**config.mk**
```make
export PLATFORM = sky130hd
export DESIGN_NAME = mlp_adc_frame_sequencer_flat
export DESIGN_NICKNAME = d
export VERILOG_FILES = /design/src/rtl/mlp_adc_frame_sequencer_if.sv /design/src/rtl/mlp_adc_frame_sequencer.sv /design/src/flat_wrapper.sv
export SDC_FILE = /design/constraint.sdc
export NUM_CORES = 1
export LEC_CHECK = 0
export ABC_CLOCK_PERIOD_IN_PS = 7150
export CAP_MARGIN = 25
export CORE_ASPECT_RATIO = 1.75
export CORE_MARGIN = 5
export CORE_UTILIZATION = 40
export CTS_CLUSTER_DIAMETER = 200
export DETAILED_ROUTE_END_ITERATION = 10
export SLEW_MARGIN = 40
export SYNTH_ARGS = -nofsm -noshare
export SYNTH_HDL_FRONTEND = slang
export SYNTH_SLANG_ARGS = --single-unit
```
**constraint.sdc**
```tcl
create_clock -name clk -period 7.15 [get_ports clk]
set_input_delay 1.7875 -clock clk [delete_from_list [all_inputs] [get_ports clk]]
set_output_delay 1.7875 -clock clk [all_outputs]
set_load 0.02 [all_outputs]
```
**src/rtl/mlp_adc_frame_sequencer_if.sv**
```systemverilog
// ADC request/ack bus, MLP feature/class bus and class valid/ready handshake
// between the frame sequencer (master) and its environment (slave).
interface mlp_adc_frame_sequencer_if #(
    parameter int N_CH     = 7,
    parameter int ADC_BITS = 4,
    parameter int OUT_BITS = 2
);
    localparam int CH_W = (N_CH > 1) ? $clog2(N_CH) : 1;

    logic                     adc_req;
    logic [CH_W-1:0]          adc_ch;
    logic                     adc_ack;
    logic [ADC_BITS-1:0]      adc_data;
    logic [N_CH*ADC_BITS-1:0] mlp_inp;
    logic [OUT_BITS-1:0]      mlp_out;
    logic [OUT_BITS-1:0]      class_out;
    logic                     class_valid;
    logic                     class_ready;

    modport master (
        output adc_req, adc_ch, mlp_inp, class_out, class_valid,
        input  adc_ack, adc_data, mlp_out, class_ready
    );

    modport slave (
        input  adc_req, adc_ch, mlp_inp, class_out, class_valid,
        output adc_ack, adc_data, mlp_out, class_ready
    );
endinterface

```
**src/rtl/mlp_adc_frame_sequencer.sv**
```systemverilog
// Shares one ADC across the enabled MLP sensor channels, loads the feature
// vector atomically, waits for the MLP to settle and hands out its class.
module mlp_adc_frame_sequencer #(
    parameter int              N_CH        = 7,
    parameter int              ADC_BITS    = 4,
    parameter logic [N_CH-1:0] CH_MASK     = {N_CH{1'b1}},
    parameter int              MLP_LAT     = 1,
    parameter int              ADC_TIMEOUT = 15,
    parameter int              OUT_BITS    = 2
) (
    input  logic clk,
    input  logic rst_n,
    input  logic start,
    output logic busy,
    output logic adc_err,
    mlp_adc_frame_sequencer_if.master bus
);
    localparam int CH_W = (N_CH > 1) ? $clog2(N_CH) : 1;
    localparam int W    = N_CH * ADC_BITS;
    localparam int TW   = $clog2(ADC_TIMEOUT + 1);
    localparam int LW   = (MLP_LAT > 1) ? $clog2(MLP_LAT) : 1;

    localparam logic [TW-1:0] TMO_END = TW'(ADC_TIMEOUT - 1);
    localparam logic [LW-1:0] LAT_END = LW'(MLP_LAT - 1);

    function automatic logic [W-1:0] slot_mask();
        logic [W-1:0] m;
        m = '0;
        for (int k = 0; k < N_CH; k++)
            m[k*ADC_BITS +: ADC_BITS] = {ADC_BITS{CH_MASK[k]}};
        return m;
    endfunction

    function automatic logic [CH_W-1:0] first_ch();
        logic [CH_W-1:0] f;
        f = '0;
        for (int k = N_CH - 1; k >= 0; k--)
            if (CH_MASK[k]) f = CH_W'(k);
        return f;
    endfunction

    localparam logic [W-1:0]    SLOT_MASK = slot_mask();
    localparam logic [CH_W-1:0] FIRST_CH  = first_ch();

    typedef enum logic [2:0] {
        S_IDLE, S_CONV, S_GAP, S_SETTLE, S_OUT
    } state_t;

    state_t              state_q;
    logic                req_q;
    logic [CH_W-1:0]     ch_q;
    logic [W-1:0]        buf_q;
    logic [W-1:0]        inp_q;
    logic [TW-1:0]       tmo_q;
    logic [LW-1:0]       lat_q;
    logic [OUT_BITS-1:0] cls_q;
    logic                vld_q;
    logic                err_q;

    logic [CH_W-1:0]     nxt_ch;
    logic                nxt_vld;
    logic                timeout;
    logic                capture;
    logic [ADC_BITS-1:0] sample;
    logic [W-1:0]        buf_d;

    always_comb begin
        nxt_ch  = '0;
        nxt_vld = 1'b0;
        for (int k = N_CH - 1; k >= 0; k--) begin
            if (CH_MASK[k] && (k > int'(ch_q))) begin
                nxt_ch  = CH_W'(k);
                nxt_vld = 1'b1;
            end
        end
        timeout = !bus.adc_ack && (tmo_q == TMO_END);
        capture = bus.adc_ack || timeout;
        // A timed-out conversion stores zero in its slot
        sample  = bus.adc_ack ? bus.adc_data : '0;
        buf_d   = buf_q;
        buf_d[int'(ch_q)*ADC_BITS +: ADC_BITS] = sample;
    end

    always_ff @(posedge clk or negedge rst_n) begin
        if (!rst_n) begin
            state_q <= S_IDLE;
            req_q   <= 1'b0;
            ch_q    <= '0;
            buf_q   <= '0;
            inp_q   <= '0;
            tmo_q   <= '0;
            lat_q   <= '0;
            cls_q   <= '0;
            vld_q   <= 1'b0;
            err_q   <= 1'b0;
        end else begin
            unique case (state_q)
                S_IDLE: begin
                    if (start) begin
                        err_q <= 1'b0;
                        if (CH_MASK == '0) begin
                            inp_q   <= '0;
                            lat_q   <= '0;
                            state_q <= S_SETTLE;
                        end else begin
                            ch_q    <= FIRST_CH;
                            tmo_q   <= '0;
                            req_q   <= 1'b1;
                            state_q <= S_CONV;
                        end
                    end
                end
                S_CONV: begin
                    if (capture) begin
                        buf_q <= buf_d;
                        req_q <= 1'b0;
                        if (timeout) err_q <= 1'b1;
                        if (nxt_vld) begin
                            ch_q    <= nxt_ch;
                            state_q <= S_GAP;
                        end else begin
                            inp_q   <= buf_d & SLOT_MASK;
                            lat_q   <= '0;
                            state_q <= S_SETTLE;
                        end
                    end else begin
                        tmo_q <= tmo_q + 1'b1;
                    end
                end
                S_GAP: begin
                    req_q   <= 1'b1;
                    tmo_q   <= '0;
                    state_q <= S_CONV;
                end
                S_SETTLE: begin
                    if (lat_q == LAT_END) begin
                        cls_q   <= bus.mlp_out;
                        vld_q   <= 1'b1;
                        state_q <= S_OUT;
                    end else begin
                        lat_q <= lat_q + 1'b1;
                    end
                end
                S_OUT: begin
                    if (bus.class_ready) begin
                        vld_q   <= 1'b0;
                        state_q <= S_IDLE;
                    end
                end
                default: state_q <= S_IDLE;
            endcase
        end
    end

    assign busy            = (state_q != S_IDLE);
    assign adc_err         = err_q;
    assign bus.adc_req     = req_q;
    assign bus.adc_ch      = ch_q;
    assign bus.mlp_inp     = inp_q;
    assign bus.class_out   = cls_q;
    assign bus.class_valid = vld_q;
endmodule

```
**src/flat_wrapper.sv**
```systemverilog
// flat-port wrapper written by rule: the top's interface ports become plain ports
module mlp_adc_frame_sequencer_flat 
#(
    parameter int              N_CH        = 7,
    parameter int              ADC_BITS    = 4,
    parameter logic [N_CH-1:0] CH_MASK     = {N_CH{1'b1}},
    parameter int              MLP_LAT     = 1,
    parameter int              ADC_TIMEOUT = 15,
    parameter int              OUT_BITS    = 2
)
  (clk, rst_n, start, busy, adc_err, bus_adc_req, bus_adc_ch, bus_mlp_inp, bus_class_out, bus_class_valid, bus_adc_ack, bus_adc_data, bus_mlp_out, bus_class_ready);
  mlp_adc_frame_sequencer_if #(.N_CH(N_CH), .ADC_BITS(ADC_BITS), .OUT_BITS(OUT_BITS)) bus_i ();
  input  logic clk;
  input  logic rst_n;
  input  logic start;
  output logic busy;
  output logic adc_err;
  output wire logic [$bits(bus_i.adc_req)-1:0] bus_adc_req;
  output wire logic [$bits(bus_i.adc_ch)-1:0] bus_adc_ch;
  output wire logic [$bits(bus_i.mlp_inp)-1:0] bus_mlp_inp;
  output wire logic [$bits(bus_i.class_out)-1:0] bus_class_out;
  output wire logic [$bits(bus_i.class_valid)-1:0] bus_class_valid;
  input wire logic [$bits(bus_i.adc_ack)-1:0] bus_adc_ack;
  input wire logic [$bits(bus_i.adc_data)-1:0] bus_adc_data;
  input wire logic [$bits(bus_i.mlp_out)-1:0] bus_mlp_out;
  input wire logic [$bits(bus_i.class_ready)-1:0] bus_class_ready;
  assign bus_adc_req = bus_i.adc_req;
  assign bus_adc_ch = bus_i.adc_ch;
  assign bus_mlp_inp = bus_i.mlp_inp;
  assign bus_class_out = bus_i.class_out;
  assign bus_class_valid = bus_i.class_valid;
  assign bus_i.adc_ack = bus_adc_ack;
  assign bus_i.adc_data = bus_adc_data;
  assign bus_i.mlp_out = bus_mlp_out;
  assign bus_i.class_ready = bus_class_ready;
  mlp_adc_frame_sequencer #(.N_CH(N_CH), .ADC_BITS(ADC_BITS), .CH_MASK(CH_MASK), .MLP_LAT(MLP_LAT), .ADC_TIMEOUT(ADC_TIMEOUT), .OUT_BITS(OUT_BITS)) u_core (.clk(clk), .rst_n(rst_n), .start(start), .busy(busy), .adc_err(adc_err), .bus(bus_i));
endmodule
```
==> impl_metrics.xml, run 1 <==
<?xml version="1.0" encoding="UTF-8"?>
<metrics>
  <group name="outcome">
    <metric name="outcome" unit="">finished, final reports clean</metric>
  </group>
  <group name="final_layout">
    <metric name="final_design_area_no_fill" unit="um2">4090</metric>
    <metric name="syn2layout_area_growth" unit="%">23.6</metric>
    <metric name="final_nets" unit="">353</metric>
    <metric name="layout-drive-gt1-share" unit="%">16.1</metric>
    <metric name="diodes" unit="">0</metric>
    <metric name="final_cell_count_no_fill" unit="">433</metric>
  </group>
  <group name="yosys">
    <metric name="dominantRegCellSynth" unit="">sky130_fd_sc_hd__dfrtp_1</metric>
    <metric name="synth.mux.area_fraction" unit="%">17.1</metric>
    <metric name="synth_cell_type_count" unit="">44</metric>
    <metric name="synth_area_per_cell" unit="um2">11.3</metric>
    <metric name="synth_edf_count" unit="">0</metric>
    <metric name="ys_seq_area_share" unit="%">53.6</metric>
    <metric name="synth-compound-area-share" unit="%">9.25</metric>
    <metric name="dominant_combinational_cell_family_by_area_after_synthesis" unit="">multiplexers</metric>
    <metric name="cells_after_synthesis" unit="">294</metric>
    <metric name="synth.ff_latch_count" unit="">71</metric>
    <metric name="ys.warnings.count" unit="">0</metric>
    <metric name="synth_fp_nets" unit="">311</metric>
    <metric name="async_flop_share" unit="%">100</metric>
    <metric name="yosys.area_share.xor_xnor" unit="%">0</metric>
    <metric name="syn-cell-area" unit="um2">3310</metric>
    <metric name="synth_fa_ha_area_share" unit="%">2.27</metric>
    <metric name="simple_gate_share_of_the_synthesized_area" unit="%">14.3</metric>
  </group>
  <group name="drt">
    <metric name="num_vias" unit="">2289</metric>
    <metric name="drt_iter0_drc" unit="">91</metric>
    <metric name="drc_errors" unit="">0</metric>
    <metric name="total_wire_length" unit="mm">6.79</metric>
    <metric name="wl_per_cell" unit="um">15.7</metric>
    <metric name="dr.pass1.iters" unit="">4</metric>
    <metric name="drt-vias-per-instance" unit="">5.29</metric>
    <metric name="detail-route-antenna-nets" unit="">0</metric>
  </group>
  <group name="setup_path">
    <metric name="crit_fanout" unit="">10</metric>
    <metric name="cells_traversed_along_the_worst_timing_path" unit="">clkdlybuf4s50_1 -&gt; a31oi_2 -&gt; nand2b_1 -&gt; inv_2 -&gt; and2_0 -&gt; mux2_1</metric>
    <metric name="r2r_setup_slack" unit="ps">4160</metric>
    <metric name="critical_path.n_buffers_inverters" unit="">2</metric>
    <metric name="rr_startpoint" unit="">u_core.bus.adc_ch[0]$_DFFE_PN0P_</metric>
    <metric name="timing.critical_path.from_type" unit="">primary input</metric>
    <metric name="worstSetupPathType" unit="">primary input to register</metric>
    <metric name="critical-path-max-stage-delay" unit="ps">540</metric>
    <metric name="timing.critical_path.max_delay_family" unit="">buffers and inverters</metric>
    <metric name="critical_path.reg2reg.endpoint" unit="">u_core.buf_q[19]$_DFFE_PN0P_</metric>
    <metric name="worst_r2r_path_depth" unit="">7</metric>
    <metric name="crit_required" unit="ps">7360</metric>
    <metric name="crit_start" unit="">bus_adc_ack</metric>
    <metric name="crit_path_top_delay_cell" unit="">sky130_fd_sc_hd__clkdlybuf4s50_1</metric>
    <metric name="arrival" unit="ps">3840</metric>
    <metric name="setup.worst_path.end_class" unit="">register</metric>
  </group>
  <group name="die">
    <metric name="dieHeight" unit="um">130</metric>
    <metric name="fp.dieArea" unit="um2">10300</metric>
    <metric name="floorplan.io_pins" unit="">48</metric>
    <metric name="die_w" unit="um">78.8</metric>
    <metric name="starting_density_of_the_core" unit="%">40.4</metric>
    <metric name="coreArea" unit="um2">8200</metric>
    <metric name="std_cell_rows" unit="">44</metric>
  </group>
  <group name="grt">
    <metric name="antenna_violations_before_repair" unit="">0</metric>
    <metric name="grt_pass1_vias" unit="">2343</metric>
    <metric name="global_route_wire_length_before_repair" unit="mm">11.5</metric>
    <metric name="grt.total_usage" unit="%">14.9</metric>
    <metric name="gr-total-overflow" unit="">0</metric>
    <metric name="grt_start_max_net_pins" unit="">72</metric>
  </group>
  <group name="timing">
    <metric name="hold_slack" unit="ps">494</metric>
    <metric name="report.final.slew_viol_count" unit="">0</metric>
    <metric name="maxClockFrequency" unit="GHz">0.276</metric>
    <metric name="final.period_utilization" unit="%">50.7</metric>
    <metric name="unrepaired_setup_endpoints_after_global_routing" unit="">no</metric>
    <metric name="setup-violations-final" unit="">0</metric>
    <metric name="report.final.hold_viol_count" unit="">0</metric>
    <metric name="worst-slew-pin-transition" unit="ps">691</metric>
    <metric name="finalWorstPathRequiredPeriod" unit="ps">3620</metric>
    <metric name="timing.setup.tns" unit="ps">0</metric>
    <metric name="clock-skew-final" unit="ps">4.16</metric>
    <metric name="maxSlewHeadroom" unit="%">53.5</metric>
  </group>
  <group name="pwr">
    <metric name="worst_ir_drop_vdd" unit="V">0.000174</metric>
    <metric name="power_leakage" unit="nW">1.85</metric>
    <metric name="power_density" unit="nW/um2">433</metric>
    <metric name="power_after_layout" unit="mW">1.77</metric>
  </group>
  <group name="worst_hold_path">
    <metric name="start_point_of_the_worst_min_delay_path" unit="">u_core.buf_q[21]$_DFFE_PN0P_</metric>
    <metric name="hold_depth" unit="">1</metric>
    <metric name="min_path_type" unit="">register to register</metric>
    <metric name="min_to" unit="">u_core.buf_q[21]$_DFFE_PN0P_</metric>
  </group>
  <group name="clock_network">
    <metric name="hold_buffers" unit="">0</metric>
    <metric name="clk-insertion-delay-late" unit="ps">330</metric>
    <metric name="htree_num_levels" unit="">3</metric>
    <metric name="clock-root-buffer" unit="">sky130_fd_sc_hd__clkbuf_16</metric>
    <metric name="postCtsSetupRepairBufs" unit="">0</metric>
    <metric name="clk_path_buf_depth" unit="">2</metric>
    <metric name="clkTransAtPathRegs" unit="ps">50</metric>
    <metric name="tritoncts.num_buffers" unit="">9</metric>
    <metric name="tritoncts" unit="">done</metric>
    <metric name="cts_resized" unit="">0</metric>
    <metric name="clock_sink_count" unit="">71</metric>
  </group>
  <group name="placement">
    <metric name="numPortBuffers" unit="">47</metric>
    <metric name="gp_congestion" unit="">0.864</metric>
    <metric name="placed_area" unit="um2">3820</metric>
    <metric name="detailedPlacementHpwl" unit="mm">4.78</metric>
    <metric name="placedCellCount" unit="">417</metric>
  </group>
  <group name="flow_run">
    <metric name="drv.max_cap_violation_count" unit="">0</metric>
  </group>
</metrics>
-- area by class of cell --
type / instances / area (um2)
inverters: 5 / 18.8
clock buffers: 12 / 256
well taps: 92 / 115
fillers: 760 / 4110
clock inverters: 4 / 20.0
repair buffers: 49 / 484
flip-flops and latches: 71 / 1780
multi-input cells: 200 / 1420
-- cell usage in the layout, fill, tap and decap left out, types with 6 or more instances in the layout --
| cell | n |
|---|---|
| sky130_fd_sc_hd__ha_1 | 6 |
| sky130_fd_sc_hd__clkdlybuf4s50_1 | 46 |
| sky130_fd_sc_hd__mux2_2 | 29 |
| sky130_fd_sc_hd__a21oi_1 | 31 |
| sky130_fd_sc_hd__mux2i_1 | 23 |
| sky130_fd_sc_hd__dfrtp_1 | 71 |
| sky130_fd_sc_hd__nand2_1 | 12 |
| sky130_fd_sc_hd__nor3_1 | 6 |
| sky130_fd_sc_hd__nor2_1 | 38 |
| sky130_fd_sc_hd__clkbuf_16 | 9 |
-- cells by family after synthesis --
kind of cell,count (synthesis)
buffers and inverters,23
flip-flops,71
AO/OA/AOI/OAI,51
adder cells (fa/ha/maj),6
multiplexers,53
AND/OR/NAND/NOR,90
-- registers in the layout (all words and copies together), names as in the netlist --
name / cells
u_core.adc_err: 1
u_core.buf_q: 28
u_core.bus.adc_ch: 3
u_core.bus.adc_req: 1
u_core.bus.class_out: 2
u_core.bus.class_valid: 1
u_core.bus.mlp_inp: 28
u_core.state_q: 3
u_core.tmo_q: 4
-- synth_stat cells (2+ instances only) --
cell type / number / area share (%)
sky130_fd_sc_hd__buf_2: 7 / 1.1
sky130_fd_sc_hd__clkbuf_1: 5 / 0.57
sky130_fd_sc_hd__nand3_1: 5 / 0.76
sky130_fd_sc_hd__nand2b_1: 3 / 0.57
sky130_fd_sc_hd__dfrtp_1: 71 / 54
sky130_fd_sc_hd__o211ai_1: 2 / 0.45
sky130_fd_sc_hd__mux2i_1: 23 / 6.9
sky130_fd_sc_hd__buf_4: 3 / 0.68
sky130_fd_sc_hd__mux2_2: 29 / 9.9
sky130_fd_sc_hd__buf_1: 2 / 0.23
sky130_fd_sc_hd__and2_1: 5 / 0.94
sky130_fd_sc_hd__o21ai_0: 4 / 0.60
sky130_fd_sc_hd__inv_1: 4 / 0.45
sky130_fd_sc_hd__and2_0: 2 / 0.38
sky130_fd_sc_hd__and3_1: 2 / 0.38
sky130_fd_sc_hd__nand2_1: 12 / 1.4
sky130_fd_sc_hd__ha_1: 6 / 2.3
sky130_fd_sc_hd__nor3_1: 6 / 0.91
sky130_fd_sc_hd__nand3b_1: 3 / 0.68
sky130_fd_sc_hd__a21oi_1: 31 / 4.7
sky130_fd_sc_hd__a41oi_1: 4 / 1.1
sky130_fd_sc_hd__nor3b_1: 3 / 0.68
sky130_fd_sc_hd__nand4b_1: 2 / 0.53
sky130_fd_sc_hd__nor2_1: 38 / 4.3
sky130_fd_sc_hd__o21a_1: 3 / 0.68
-- worst max-delay path by stage --
stage                                   endpoint  slack [ps]  depth (start not counted)
floorplan            u_core.buf_q[0]$_DFFE_PN0P_        4070                          6
global placement    u_core.buf_q[21]$_DFFE_PN0P_        3260                          6
detailed placement  u_core.buf_q[21]$_DFFE_PN0P_        3200                          6
CTS                 u_core.buf_q[21]$_DFFE_PN0P_        3530                          6
global route        u_core.buf_q[21]$_DFFE_PN0P_        3380                          6
finish              u_core.buf_q[21]$_DFFE_PN0P_        3530                          6
-- stage by stage --
stage | utilization [%] | setup slack [ps]
after floorplan | - | 4070
after global placement | 46.5 | 3260
after detailed placement | 46.5 | 3200
after CTS | 49.9 | 3530
after global routing | 49.9 | 3380
final | 49.9 | 3530
-- where the power goes --
part / internal (mW) / switching [mW] / total, mW
Sequential: 0.551 / 0.112 / 0.663
Combinational: 0.336 / 0.367 / 0.703
Clock: 0.251 / 0.157 / 0.408
-- worst register-to-register path: stages (launching register included) --
cell	delay, ps
sky130_fd_sc_hd__dfrtp_1	630
sky130_fd_sc_hd__inv_1	190
sky130_fd_sc_hd__ha_1	280
sky130_fd_sc_hd__ha_1	270
sky130_fd_sc_hd__nand2b_1	210
sky130_fd_sc_hd__nor4_2	600
sky130_fd_sc_hd__and2_1	320
sky130_fd_sc_hd__mux2_2	360
-- routing by layer --
layer  share of wire, %  track usage (%)  vias up
met5                  0                0        -
met4                1.4             7.11        0
met3                3.9             4.60        6
met2                 52             25.1       36
met1                 43             17.1     1121
li1                   -                -     1126
Note: power is estimated with default switching activity, not from simulation.
==> run 2: changes to the inputs <==
ABC_CLOCK_PERIOD_IN_PS = 3000   (was 7150)
clock period = 3 ns   (was 7.15 ns; I/O delays follow)
==> impl_metrics.xml, run 2 (synthesis results as in run 1) <==
<?xml version="1.0" encoding="UTF-8"?>
<metrics>
  <group name="outcome">
    <metric name="outcome" unit="">finished, final reports clean</metric>
  </group>
  <group name="drt">
    <metric name="num_vias" unit="">2368</metric>
    <metric name="wl_per_cell" unit="um">16.1</metric>
    <metric name="drc_errors" unit="">0</metric>
    <metric name="total_wire_length" unit="mm">7.24</metric>
    <metric name="drt_iter0_drc" unit="">121</metric>
    <metric name="drt-vias-per-instance" unit="">5.26</metric>
    <metric name="detail-route-antenna-nets" unit="">0</metric>
    <metric name="dr.pass1.iters" unit="">4</metric>
  </group>
  <group name="timing">
    <metric name="maxSlewHeadroom" unit="%">59.3</metric>
    <metric name="timing.final.ws_setup" unit="ps">524</metric>
    <metric name="worst-slew-pin-transition" unit="ps">604</metric>
    <metric name="final.period_utilization" unit="%">82.5</metric>
    <metric name="finalWorstPathRequiredPeriod" unit="ps">2480</metric>
    <metric name="clock-skew-final" unit="ps">4.49</metric>
    <metric name="maxClockFrequency" unit="GHz">0.404</metric>
    <metric name="report.final.slew_viol_count" unit="">0</metric>
    <metric name="report.final.hold_viol_count" unit="">0</metric>
    <metric name="timing.setup.tns" unit="ps">0</metric>
    <metric name="setup-violations-final" unit="">0</metric>
    <metric name="unrepaired_setup_endpoints_after_global_routing" unit="">no</metric>
  </group>
  <group name="final_layout">
    <metric name="leading_cell_type_in_the_layout_fill_and_taps_excluded" unit="">sky130_fd_sc_hd__dfrtp_1</metric>
    <metric name="final_nets" unit="">370</metric>
    <metric name="syn2layout_area_growth" unit="%">28.3</metric>
    <metric name="diodes" unit="">0</metric>
    <metric name="layout-drive-gt1-share" unit="%">20.1</metric>
    <metric name="most_frequent_cells_in_the_layout" unit="">sky130_fd_sc_hd__dfrtp_1 (71), sky130_fd_sc_hd__clkdlybuf4s50_1 (46), sky130_fd_sc_hd__nor2_1 (38), sky130_fd_sc_hd__a21oi_1 (31), sky130_fd_sc_hd__mux2_2 (29)</metric>
    <metric name="layout.filler_cells" unit="">753</metric>
  </group>
  <group name="pwr">
    <metric name="power_density" unit="nW/um2">1040</metric>
    <metric name="cellInternalPower" unit="mW">2.87</metric>
    <metric name="sw_frac_of_total" unit="%">35.1</metric>
    <metric name="worst_ir_drop_vdd" unit="V">0.000591</metric>
    <metric name="share_clk_of_total_power" unit="%">24.6</metric>
    <metric name="power_leakage" unit="nW">1.94</metric>
    <metric name="share_comb_of_total_power" unit="%">40.6</metric>
    <metric name="share_seq_of_total_power" unit="%">34.9</metric>
    <metric name="p_switching" unit="mW">1.55</metric>
  </group>
  <group name="clock_network">
    <metric name="clock-root-buffer" unit="">sky130_fd_sc_hd__clkbuf_16</metric>
    <metric name="clock_sink_count" unit="">71</metric>
    <metric name="clk-insertion-delay-late" unit="ps">330</metric>
    <metric name="clkTransAtPathRegs" unit="ps">50</metric>
    <metric name="htree_num_levels" unit="">3</metric>
    <metric name="cts_resized" unit="">0</metric>
    <metric name="tritoncts" unit="">done</metric>
    <metric name="postCtsSetupRepairBufs" unit="">0</metric>
    <metric name="tritoncts.num_buffers" unit="">9</metric>
    <metric name="hold_buffers" unit="">0</metric>
    <metric name="clk_path_buf_depth" unit="">2</metric>
  </group>
  <group name="die">
    <metric name="coreArea" unit="um2">8200</metric>
    <metric name="starting_density_of_the_core" unit="%">40.4</metric>
    <metric name="dieHeight" unit="um">130</metric>
    <metric name="std_cell_rows" unit="">44</metric>
    <metric name="fp.dieArea" unit="um2">10300</metric>
    <metric name="floorplan.io_pins" unit="">48</metric>
    <metric name="die_w" unit="um">78.8</metric>
  </group>
  <group name="grt">
    <metric name="gr-total-overflow" unit="">0</metric>
    <metric name="grt_pass1_vias" unit="">2497</metric>
    <metric name="antenna_violations_before_repair" unit="">0</metric>
    <metric name="grt.total_usage" unit="%">15.7</metric>
    <metric name="grt_start_max_net_pins" unit="">33</metric>
    <metric name="global_route_wire_length_before_repair" unit="mm">12.2</metric>
  </group>
  <group name="placement">
    <metric name="detailedPlacementHpwl" unit="mm">5.33</metric>
    <metric name="preCtsSetupSlack" unit="ps">395</metric>
    <metric name="numPortBuffers" unit="">47</metric>
    <metric name="gp_congestion" unit="">0.828</metric>
  </group>
  <group name="worst_hold_path">
    <metric name="min_path_type" unit="">primary input to asynchronous set/reset pin</metric>
  </group>
  <group name="setup_path">
    <metric name="worstSetupPathType" unit="">register to output port</metric>
    <metric name="crit_fanout" unit="">10</metric>
    <metric name="crit_required" unit="ps">2250</metric>
    <metric name="setup.worst_path.end_class" unit="">output port</metric>
    <metric name="arrival" unit="ps">1730</metric>
    <metric name="timing.critical_path.from_type" unit="">register</metric>
  </group>
  <group name="flow_run">
    <metric name="drv.max_cap_violation_count" unit="">0</metric>
  </group>
</metrics>
run 2: changes by cell type in the layout (fill, tap and decap cells not counted):
cell                        delta
sky130_fd_sc_hd__buf_4        +18
sky130_fd_sc_hd__buf_6         -1
sky130_fd_sc_hd__bufinv_16     +1
sky130_fd_sc_hd__clkbuf_8      +1
sky130_fd_sc_hd__clkinv_2      -2
run 2: final timing paths:
kind / to / cells after the start / slack [ps] / from
max: busy / 2 / 520 / u_core.state_q[1]$_DFFE_PN0P_
min: u_core.bus.mlp_inp[18]$_DFFE_PN0P_ / 1 / 350 / rst_n
max reg2reg: u_core.buf_q[23]$_DFFE_PN0P_ / 7 / 630 / u_core.bus.adc_ch[1]$_DFFE_PN0P_
min reg2reg: u_core.buf_q[21]$_DFFE_PN0P_ / 1 / 490 / u_core.buf_q[21]$_DFFE_PN0P_
max in group asynchronous: u_core.bus.mlp_inp[24]$_DFFE_PN0P_ / 2 / 1930 / rst_n
min in group clk: u_core.buf_q[21]$_DFFE_PN0P_ / 1 / 490 / u_core.buf_q[21]$_DFFE_PN0P_
run 2: worst max-delay path, cell delays in order, from the launching register on:
cell                              delay (ps)
sky130_fd_sc_hd__dfrtp_1                 480
sky130_fd_sc_hd__or3_1                   370
sky130_fd_sc_hd__clkdlybuf4s50_1         540
run 2: power groups by stage:
stage	sequential, mW	combinational, mW	clock, mW
after floorplan	1.78	0.832	0
after global placement	1.55	1.80	0
after detailed placement	1.56	1.81	0
after CTS	1.55	1.82	1.11
after global routing	1.59	1.96	1.15
final	1.54	1.79	1.09
run 2: layout make-up:
type	instances	area (um2)	area share [%]
sequential	71	1780	41.8
tap	92	115	2.71
inverter	5	18.8	0.441
timing repair buffer	66	608	14.3
clock buffer	13	270	6.36
multi-input combinational	200	1420	33.5
clock inverter	3	40.0	0.942
run 2: layer usage:
metal | track usage, % | share of wire [%] | vias to the layer above
met2 | 28.1 | 54 | 42
met3 | 3.16 | 2.9 | 12
li1 | - | - | 1153
met1 | 17.1 | 41 | 1161
met5 | 0 | 0 | -
met4 | 8.65 | 2.4 | 0
run 2: through the flow:
stage          utilization (%)  cell area (um2)  cells  power, mW  hold slack (ps)
3_3_place_gp              48.0             3940    434       3.35              471
5_1_grt                   51.8             4250    450       4.70              378
4_1_cts                   51.8             4250    450       4.48              352
3_5_place_dp              48.0             3940    434       3.37              479
2_1_floorplan                -             3310    294       2.61              454
6_report                  51.8             4250    450       4.42              347
==> run 3: changes to the inputs <==
ABC_CLOCK_PERIOD_IN_PS = 2600   (was 3000)
clock period = 2.6 ns   (was 3 ns; I/O delays follow)
==> impl_metrics.xml, run 3 (synthesis results as in run 1) <==
<?xml version="1.0" encoding="UTF-8"?>
<metrics>
  <group name="timing">
    <metric name="finalWorstPathRequiredPeriod" unit="ps">2380</metric>
    <metric name="maxSlewHeadroom" unit="%">60.2</metric>
    <metric name="report.final.slew_viol_count" unit="">0</metric>
    <metric name="worst-slew-pin-transition" unit="ps">591</metric>
    <metric name="timing.setup.tns" unit="ps">0</metric>
    <metric name="final.period_utilization" unit="%">91.6</metric>
    <metric name="setup-violations-final" unit="">0</metric>
    <metric name="report.final.hold_viol_count" unit="">0</metric>
    <metric name="maxClockFrequency" unit="GHz">0.420</metric>
    <metric name="unrepaired_setup_endpoints_after_global_routing" unit="">no</metric>
    <metric name="clock-skew-final" unit="ps">5.42</metric>
  </group>
  <group name="die">
    <metric name="starting_density_of_the_core" unit="%">40.4</metric>
    <metric name="std_cell_rows" unit="">44</metric>
    <metric name="die_w" unit="um">78.8</metric>
    <metric name="floorplan.io_pins" unit="">48</metric>
    <metric name="fp.dieArea" unit="um2">10300</metric>
    <metric name="coreArea" unit="um2">8200</metric>
    <metric name="dieHeight" unit="um">130</metric>
  </group>
  <group name="final_layout">
    <metric name="layout-drive-gt1-share" unit="%">20.1</metric>
    <metric name="leading_cell_type_in_the_layout_fill_and_taps_excluded" unit="">sky130_fd_sc_hd__dfrtp_1</metric>
    <metric name="final_design_area_no_fill" unit="um2">4260</metric>
    <metric name="final_cell_count_no_fill" unit="">451</metric>
    <metric name="syn2layout_area_growth" unit="%">28.6</metric>
    <metric name="final_nets" unit="">371</metric>
    <metric name="diodes" unit="">0</metric>
    <metric name="layout.filler_cells" unit="">758</metric>
    <metric name="ff_latch_area" unit="um2">1780</metric>
    <metric name="final_core_utilization" unit="%">52.0</metric>
    <metric name="most_frequent_cells_in_the_layout" unit="">sky130_fd_sc_hd__dfrtp_1 (71), sky130_fd_sc_hd__clkdlybuf4s50_1 (46), sky130_fd_sc_hd__nor2_1 (38), sky130_fd_sc_hd__a21oi_1 (31), sky130_fd_sc_hd__mux2_2 (29)</metric>
    <metric name="multi_input_comb_area" unit="um2">1430</metric>
  </group>
  <group name="drt">
    <metric name="total_wire_length" unit="mm">7.06</metric>
    <metric name="num_vias" unit="">2399</metric>
    <metric name="drt_iter0_drc" unit="">56</metric>
    <metric name="drt-vias-per-instance" unit="">5.32</metric>
    <metric name="drc_errors" unit="">0</metric>
    <metric name="wl_per_cell" unit="um">15.6</metric>
    <metric name="dr.pass1.iters" unit="">4</metric>
    <metric name="detail-route-antenna-nets" unit="">0</metric>
  </group>
  <group name="pwr">
    <metric name="share_comb_of_total_power" unit="%">41.4</metric>
    <metric name="power_after_layout" unit="mW">5.05</metric>
    <metric name="sw_frac_of_total" unit="%">35.3</metric>
    <metric name="cellInternalPower" unit="mW">3.27</metric>
    <metric name="p_switching" unit="mW">1.78</metric>
    <metric name="power_leakage" unit="nW">1.95</metric>
    <metric name="worst_ir_drop_vdd" unit="V">0.000560</metric>
    <metric name="power_density" unit="nW/um2">1190</metric>
    <metric name="share_seq_of_total_power" unit="%">35.0</metric>
    <metric name="share_clk_of_total_power" unit="%">23.6</metric>
  </group>
  <group name="clock_network">
    <metric name="cts_resized" unit="">0</metric>
    <metric name="tritoncts" unit="">done</metric>
    <metric name="htree_num_levels" unit="">3</metric>
    <metric name="postCtsSetupRepairBufs" unit="">0</metric>
    <metric name="tritoncts.num_buffers" unit="">9</metric>
    <metric name="clock_sink_count" unit="">71</metric>
    <metric name="hold_buffers" unit="">0</metric>
    <metric name="clkTransAtPathRegs" unit="ps">50</metric>
    <metric name="clock-root-buffer" unit="">sky130_fd_sc_hd__clkbuf_16</metric>
    <metric name="clk-insertion-delay-late" unit="ps">330</metric>
    <metric name="clk_path_buf_depth" unit="">2</metric>
  </group>
  <group name="setup_path">
    <metric name="timing.critical_path.from_type" unit="">register</metric>
    <metric name="crit_fanout" unit="">10</metric>
    <metric name="worst_r2r_path_depth" unit="">7</metric>
    <metric name="rr_startpoint" unit="">u_core.bus.adc_ch[1]$_DFFE_PN0P_</metric>
    <metric name="r2r_setup_slack" unit="ps">260</metric>
    <metric name="arrival" unit="ps">1730</metric>
    <metric name="worstSetupPathType" unit="">register to output port</metric>
    <metric name="setup.worst_path.end_class" unit="">output port</metric>
    <metric name="crit_required" unit="ps">1950</metric>
    <metric name="critical_path.reg2reg.endpoint" unit="">u_core.buf_q[25]$_DFFE_PN0P_</metric>
  </group>
  <group name="placement">
    <metric name="placedCellCount" unit="">435</metric>
    <metric name="gp_congestion" unit="">0.790</metric>
    <metric name="detailedPlacementHpwl" unit="mm">5.11</metric>
    <metric name="placed_area" unit="um2">3970</metric>
    <metric name="numPortBuffers" unit="">47</metric>
  </group>
  <group name="grt">
    <metric name="antenna_violations_before_repair" unit="">0</metric>
    <metric name="global_route_wire_length_before_repair" unit="mm">12.0</metric>
    <metric name="grt_pass1_vias" unit="">2505</metric>
    <metric name="grt_start_max_net_pins" unit="">72</metric>
    <metric name="grt.total_usage" unit="%">15.0</metric>
    <metric name="gr-total-overflow" unit="">0</metric>
  </group>
  <group name="flow_run">
    <metric name="drv.max_cap_violation_count" unit="">0</metric>
  </group>
  <group name="outcome">
    <metric name="outcome" unit="">finished, final reports clean</metric>
  </group>
  <group name="worst_hold_path">
    <metric name="min_path_type" unit="">primary input to asynchronous set/reset pin</metric>
  </group>
</metrics>
[run 3: changes by cell type in the layout (fill, tap and decap cells not counted)]
cell	before	now
sky130_fd_sc_hd__buf_12	0	1
sky130_fd_sc_hd__nor4_4	1	2
sky130_fd_sc_hd__clkbuf_1	1	2
sky130_fd_sc_hd__clkbuf_8	3	1
sky130_fd_sc_hd__nor4_2	1	0
sky130_fd_sc_hd__clkinv_2	2	3
[run 3: per-stage QoR]
step,hold WS [ps],setup WS [ps]
after global routing,377,110
after floorplan,354,27.2
after detailed placement,479,212
after global placement,474,252
final,344,218
after CTS,354,202
[run 3: power by group through the flow]
stage | Sequential [mW] | Combinational (mW) | Clock [mW]
after floorplan | 2.05 | 0.973 | 0
after global placement | 1.78 | 2.09 | 0
after detailed placement | 1.79 | 2.12 | 0
after CTS | 1.78 | 2.13 | 1.23
after global routing | 1.83 | 2.28 | 1.28
final | 1.77 | 2.09 | 1.19
[run 3: routing by layer]
metal / vias to the layer above / part of all wire [%] / global-route usage [%]
met5: - / 0 / 0
met1: 1198 / 42 / 17.3
li1: 1150 / - / -
met3: 11 / 3.5 / 3.16
met2: 40 / 52 / 26.0
met4: 0 / 2.0 / 7.52
[run 3: worst max-delay path by stage]
stage,startpoint,cells after the start,endpoint,slack (ps)
after global routing,u_core.bus.adc_ch[1]$_DFFE_PN0P_,7,u_core.buf_q[25]$_DFFE_PN0P_,110
after detailed placement,bus_adc_ack,6,u_core.buf_q[15]$_DFFE_PN0P_,210
after global placement,u_core.bus.adc_ch[1]$_DFFE_PN0P_,7,u_core.buf_q[25]$_DFFE_PN0P_,250
after CTS,u_core.state_q[1]$_DFFE_PN0P_,2,busy,200
final,u_core.state_q[1]$_DFFE_PN0P_,2,busy,220
after floorplan,u_core.bus.adc_ch[1]$_DFFE_PN0P_,9,u_core.buf_q[20]$_DFFE_PN0P_,30
[run 3: area by class of cell]
cell class,instances,area share [%]
clock buffers,12,5.78
clock inverters,4,1.06
inverters,5,0.440
multi-input cells,200,33.6
flip-flops and latches,71,41.7
well taps,92,2.70
repair buffers,67,14.7
[run 3: critical path, cell delays in order (launching register included)]
cell	delay, ps
sky130_fd_sc_hd__dfrtp_1	480
sky130_fd_sc_hd__or3_1	380
sky130_fd_sc_hd__clkdlybuf4s50_1	540
